File: src/rtl/dm_arb_pkg.sv
// Shared types and constants for the data-memory arbiter.
// Arbitration policy is selected by DM_ARB_RR_EN (round-robin when defined).
package dm_arb_pkg;

   typedef enum logic [1:0] {
      IDLE,
      ACCESS,
      RESP
   } dm_arb_state_t;

   localparam int DM_ADDR_W = 32;
   localparam int DM_DATA_W = 32;
   localparam int DM_DEPTH  = 10001;

   // Word-address memory map of the data memory.
   localparam int DM_TEXT_BASE   = 40;
   localparam int DM_STATIC_BASE = 1000;
   localparam int DM_DYN_BASE    = 2000;
   localparam int DM_STACK_TOP   = 10000;

endpackage

File: src/rtl/dm_arb_pick.sv
// Two-way one-hot picker for the data-memory arbiter.
// DM_ARB_RR_EN: round-robin on ties; otherwise requester 0 has fixed priority.
module dm_arb_pick (
`ifdef DM_ARB_RR_EN
   input  logic       last,
`endif
   input  logic [1:0] req,
   output logic [1:0] win
);

   always_comb begin
      win = 2'b00;
`ifdef DM_ARB_RR_EN
      // On a tie the requester that did not win last time goes first.
      if (req == 2'b11)
         win = last ? 2'b01 : 2'b10;
      else
         win = req;
`else
      if (req[0])
         win = 2'b01;
      else if (req[1])
         win = 2'b10;
`endif
   end

endmodule

File: src/rtl/dm_arbiter.sv
// Two-port request/grant arbiter in front of the single-ported data memory.
// DM_ARB_RR_EN selects round-robin arbitration instead of fixed priority.
module dm_arbiter
   import dm_arb_pkg::*;
#(
   parameter int ADDR_W = DM_ADDR_W,
   parameter int DATA_W = DM_DATA_W,
   parameter int DEPTH  = DM_DEPTH
) (
   input  logic                clk,
   input  logic                rst,
   input  logic [1:0]          req,
   input  logic [1:0]          we,
   input  logic [2*ADDR_W-1:0] addr,
   input  logic [2*DATA_W-1:0] wdata,
   output logic [1:0]          gnt,
   output logic [1:0]          ack,
   output logic                err,
   output logic [DATA_W-1:0]   rdata,
   output logic [ADDR_W-1:0]   m_addr,
   output logic [DATA_W-1:0]   m_wdata,
   output logic                m_memWrite,
   output logic                m_memRead,
   input  logic [DATA_W-1:0]   m_rdata
);

   localparam logic [ADDR_W:0] DEPTH_V = (ADDR_W+1)'(DEPTH);

   dm_arb_state_t state, nxt;

   logic [1:0]        pick;
   logic [1:0]        win;
   logic              sel;
   logic              we_sel;
   logic              oor_sel;
   logic [ADDR_W-1:0] a_sel;
   logic [DATA_W-1:0] d_sel;
   logic              we_q;
   logic              oor_q;

`ifdef DM_ARB_RR_EN
   logic last;

   dm_arb_pick u_pick (
      .last (last),
      .req  (req),
      .win  (pick)
   );
`else
   dm_arb_pick u_pick (
      .req  (req),
      .win  (pick)
   );
`endif

   assign sel    = pick[1];
   assign we_sel = we[sel];
   assign a_sel  = sel ? addr[2*ADDR_W-1:ADDR_W] : addr[ADDR_W-1:0];
   assign d_sel  = sel ? wdata[2*DATA_W-1:DATA_W] : wdata[DATA_W-1:0];
   // Full-width unsigned compare: no wrap of large addresses into range.
   assign oor_sel = {1'b0, a_sel} >= DEPTH_V;

   always_ff @(posedge clk or posedge rst) begin
      if (rst)
         state <= IDLE;
      else
         state <= nxt;
   end

   always_comb begin
      nxt = state;
      unique case (state)
         IDLE:    nxt = (|req) ? ACCESS : IDLE;
         ACCESS:  nxt = RESP;
         RESP:    nxt = (|req) ? ACCESS : IDLE;
         default: nxt = IDLE;
      endcase
   end

   always_ff @(posedge clk or posedge rst) begin
      if (rst) begin
         gnt        <= '0;
         ack        <= '0;
         err        <= 1'b0;
         rdata      <= '0;
         m_addr     <= '0;
         m_wdata    <= '0;
         m_memWrite <= 1'b0;
         m_memRead  <= 1'b0;
         win        <= '0;
         we_q       <= 1'b0;
         oor_q      <= 1'b0;
`ifdef DM_ARB_RR_EN
         last       <= 1'b1;
`endif
      end else begin
         gnt        <= '0;
         ack        <= '0;
         err        <= 1'b0;
         m_memWrite <= 1'b0;
         m_memRead  <= 1'b0;
         if (state == ACCESS) begin
            ack   <= win;
            err   <= oor_q;
            rdata <= (!we_q && !oor_q) ? m_rdata : '0;
         end
         if (nxt == ACCESS) begin
            gnt        <= pick;
            win        <= pick;
            we_q       <= we_sel;
            oor_q      <= oor_sel;
            m_addr     <= a_sel;
            m_wdata    <= d_sel;
            m_memWrite <= we_sel && !oor_sel;
            m_memRead  <= !we_sel && !oor_sel;
`ifdef DM_ARB_RR_EN
            last       <= sel;
`endif
         end
      end
   end

endmodule
File: config.mk
export PLATFORM = sky130hd
export DESIGN_NAME = dm_arbiter
export DESIGN_NICKNAME = d
export VERILOG_FILES = /design/src/rtl/dm_arb_pkg.sv /design/src/rtl/dm_arb_pick.sv /design/src/rtl/dm_arbiter.sv
export SDC_FILE = /design/constraint.sdc
export NUM_CORES = 1
export LEC_CHECK = 0
export CAP_MARGIN = 10
export CORE_MARGIN = 4
export CORE_UTILIZATION = 30
export DETAILED_ROUTE_END_ITERATION = 16
export MAX_ROUTING_LAYER = met4
export SLEW_MARGIN = 25
export SYNTH_ARGS = -nofsm -noshare
export SYNTH_HDL_FRONTEND = slang
export SYNTH_SLANG_ARGS = --single-unit
File: constraint.sdc
create_clock -name clk -period 6.2 [get_ports clk]
set_input_delay 1.86 -clock clk [delete_from_list [all_inputs] [get_ports clk]]
set_output_delay 1.86 -clock clk [all_outputs]
set_load 0.02 [all_outputs]
==> flow_summary_export.csv <==
group,metric,value,unit
worst_setup_path,reg2regPathDepth,5,
final_layout,layout-drive-gt1-share,4.16,%
worst_setup_path,cp-end-kind,"register",
synth,syn_area_per_cell,9.76,µm²
hold_path,min_path_cells,1,
routing,wl_per_cell,18.4,µm
cts,clkLatencyLatePin,0.35,ns
synth,ys_seq_area_share,56.3,%
synth,synth.net_count,662,
worst_setup_path,crit_path_start_kind,"input port",
synth,synth.area.top_cells,"dfrtp_1 56%, a22o_1 5.8%, a22oi_1 5.1%",
floorplan,io_pins,269,
hold_path,holdPathEnd,"ack[0]",
sta,hold_violations,0,
worst_setup_path,crit-reg2reg-capture,"rdata[21]",
routing,drt-initial-drc-count,259,
sta,post-route-min-period,4.22,ns
routing,vias,4809,
global_route,grt_pass1_wl,26.9,mm
floorplan,die_h,135,µm
worst_setup_path,crit_slowest_cell,"nand2b_2",
worst_setup_path,worstPathArrival,4.44,ns
sta,drv_slew,0,
power,powerDensity,259,nW/µm²
cts,clock_sinks,109,
final_layout,area_growth,64.9,%
floorplan,die_area,18200,µm²
worst_setup_path,crit_type,"in2reg",
cts,post_cts_buffers,0,
sta,slew_headroom,35.3,%
power,ir_drop,0.125,mV
flow_run,cap_violations,0,
global_route,antenna_found_initial,0,
cts,clockBufferDepth,2,
worst_setup_path,cp_cell_sequence,"clkdlybuf4s50_1 -> buf_4 -> nand2b_2 -> mux2i_1 -> o2111a_1 -> o2111ai_1 -> a21boi_1",
placed_design,gp_congestion,0.898,
cts,cts_tree,"built",
sta,post-route-period-util,68.0,%
worst_setup_path,crit_fanout,41,
worst_setup_path,crit-reg2reg-launch,"state[0]",
synth,synth_top_family_by_area,"compound AO/OA/AOI/OAI gates",
routing,final_antenna_net_count,0,
sta,fin_tns_setup,0,ns
final_layout,antenna_cells,0,
power,switching_share,31.7,%
synth,ys_ff_latch,109,
floorplan,start_util,30.6,%
sta,max_freq,237,MHz
power,intPower,0.00141,W
floorplan,core,15800,µm²
cts,hold_buffers,0,
global_route,grt_pass1_vias,5085,
cts,cts_max_level,3,
power,clockPowerShare,27.1,%
power,power.switching,0.000654,W
synth,yosys.area_share.simple,15.8,%
placed_design,hpwl,12.8,mm
worst_setup_path,r2r_setup_slack,4.20,ns
synth,synthXorXnorAreaFrac,0,%
cts,root_buffer,"clkbuf_16",
synth,synth_top_cell_by_area,"dfrtp_1",
synth,synth_cells,496,
routing,drt-vias-per-instance,5.00,
worst_setup_path,cp_slowest_stage_delay,0.76,ns
global_route,grt_use_total,19.3,%
synth,ys_warn_count,0,
power,leakagePower,3.26,nW
sta,final-setup-viol-count,0,
synth,synth-adder-area-share,0,%
hold_path,hp-class,"reg2reg",
final_layout,final_util,50.4,%
global_route,grt_max_degree,67,
synth,muxShareOfSynthArea,0.827,%
routing,dr.pass1.iters,5,
synth,synth_compound_area_share,23.1,%
synth,yosysUniqueCellTypes,32,
global_route,grt_overflow_total,0,
cts,cts_made_buffers,9,
floorplan,fp.dieW,135,µm
sta,finClkSkew,0.00948,ns
run_status,status,"finished clean",
cts,path_clk_slew,0.08,ns
floorplan,rows,46,
routing,routed_wl,17.7,mm
sta,tightest_slew,0.970,ns
power,combPwrFrac,30.9,%
power,p_seq_share,41.9,%
worst_setup_path,crit_required,6.43,ns
routing,drc_errors,0,
cts,cts_resized,0,
hold_path,worst_hold_startpoint,"win[0]",
final_layout,nets,907,
placed_design,port_buffers,268,
sta,rsz0062_at_grt,"false",
synth,synthDominantCellAreaShare,56.3,%
synth,synth_area,4840,µm²
[worst max-delay path: cells and delay by family]
kind,cells,cell delay [ns]
buf+inv,2,0.90
simple gates,1,0.76
compound gates,3,0.58
mux,1,0.31
[flip-flops by register name (all words and copies together), names as in the netlist, 2 cells and up]
signal and count:
ack 2, rdata 32, state 2, gnt 2, m_wdata 32, m_addr 32, win 2
[metrics by stage]
stage | area, µm² | hold slack, ns | total power [W] | setup slack (ns) | cells
after floorplan | 4840 | 0.451 | 0.00116 | 1.47 | 496
after global placement | 7700 | 0.471 | 0.00151 | 1.67 | 946
after detailed placement | 7700 | 0.472 | 0.00152 | 1.59 | 946
after CTS | 7980 | 0.495 | 0.00209 | 1.96 | 962
after global routing | 7980 | 0.521 | 0.00216 | 1.75 | 962
final | 7980 | 0.488 | 0.00206 | 1.98 | 962
[cell families after synthesis]
| kind of cell | Yosys count |
|---|---|
| AND/OR/NAND/NOR | 164 |
| multiplexers | 4 |
| buffers and inverters | 47 |
| AO/OA/AOI/OAI | 172 |
| flip-flops | 109 |
[routing by layer]
layer | up-vias | GRT usage (%) | part of all wire [%]
met5 | - | - | 0
met4 | 0 | 7.28 | 2.6
met3 | 35 | 3.95 | 6.5
met2 | 214 | 30.2 | 47
met1 | 2299 | 24.9 | 44
li1 | 2261 | - | -
[Yosys cell counts (all sizes together)]
master,count
and2,1
dfrtp,109
nand2,63
nor2b,35
inv,5
nor2,42
nand4,4
o2111ai,1
or4b,1
a22o,32
or3,1
or4,1
clkbuf,36
a21oi,35
nor4,8
nand3,1
buf,6
and2b,1
o2111a,1
nor3,3
a21boi,1
nand2b,2
o31ai,2
a22oi,33
o22ai,1
o21ai,36
a31oi,30
or2,1
mux2i,4
[layout make-up]
cell class,instances,area [µm²]
Clock buffer,10,239
Clock inverter,6,45.0
Inverter,5,21.3
Multi-Input combinational cell,340,1940
Timing Repair Buffer,276,2740
Sequential cell,109,2730
Fill cell,1419,7840
Tap cell,216,270
[power by group through the flow]
stage               Sequential, W  Clock (W)  Combinational (W)
CTS                      0.000865   0.000579           0.000645
detailed placement       0.000875          0           0.000643
finish                   0.000865   0.000560           0.000639
global placement         0.000875          0           0.000635
global route             0.000877   0.000600           0.000684
floorplan                0.000972          0           0.000188
[cells in the final DEF, fill, tap and decap left out, drive strengths merged]
master / n
o2111ai: 1
and2b: 1
o2111a: 1
nand2: 63
nand4: 4
a21boi: 1
dfrtp: 109
mux2i: 4
a21oi: 35
a31oi: 30
or3: 1
clkinv: 4
o22ai: 1
a22oi: 33
inv: 7
clkbuf: 10
buf: 8
or2: 1
nor3: 3
nor2: 42
a22o: 32
or4: 1
nor2b: 35
or4b: 1
clkdlybuf4s50: 268
o31ai: 2
and2: 1
nand2b: 2
nor4: 8
o21ai: 36
nand3: 1
[worst max path at each step]
stage	start	end	slack, ns	cells after the start
2_1_floorplan	rst	ack[0]	1.47	1
3_3_place_gp	req[0]	oor_q	1.67	7
3_5_place_dp	req[0]	oor_q	1.59	7
4_1_cts	req[0]	oor_q	1.96	7
5_1_grt	req[0]	oor_q	1.75	7
6_report	req[0]	oor_q	1.98	7
No activity file was read; power rests on OpenSTA's default activity.
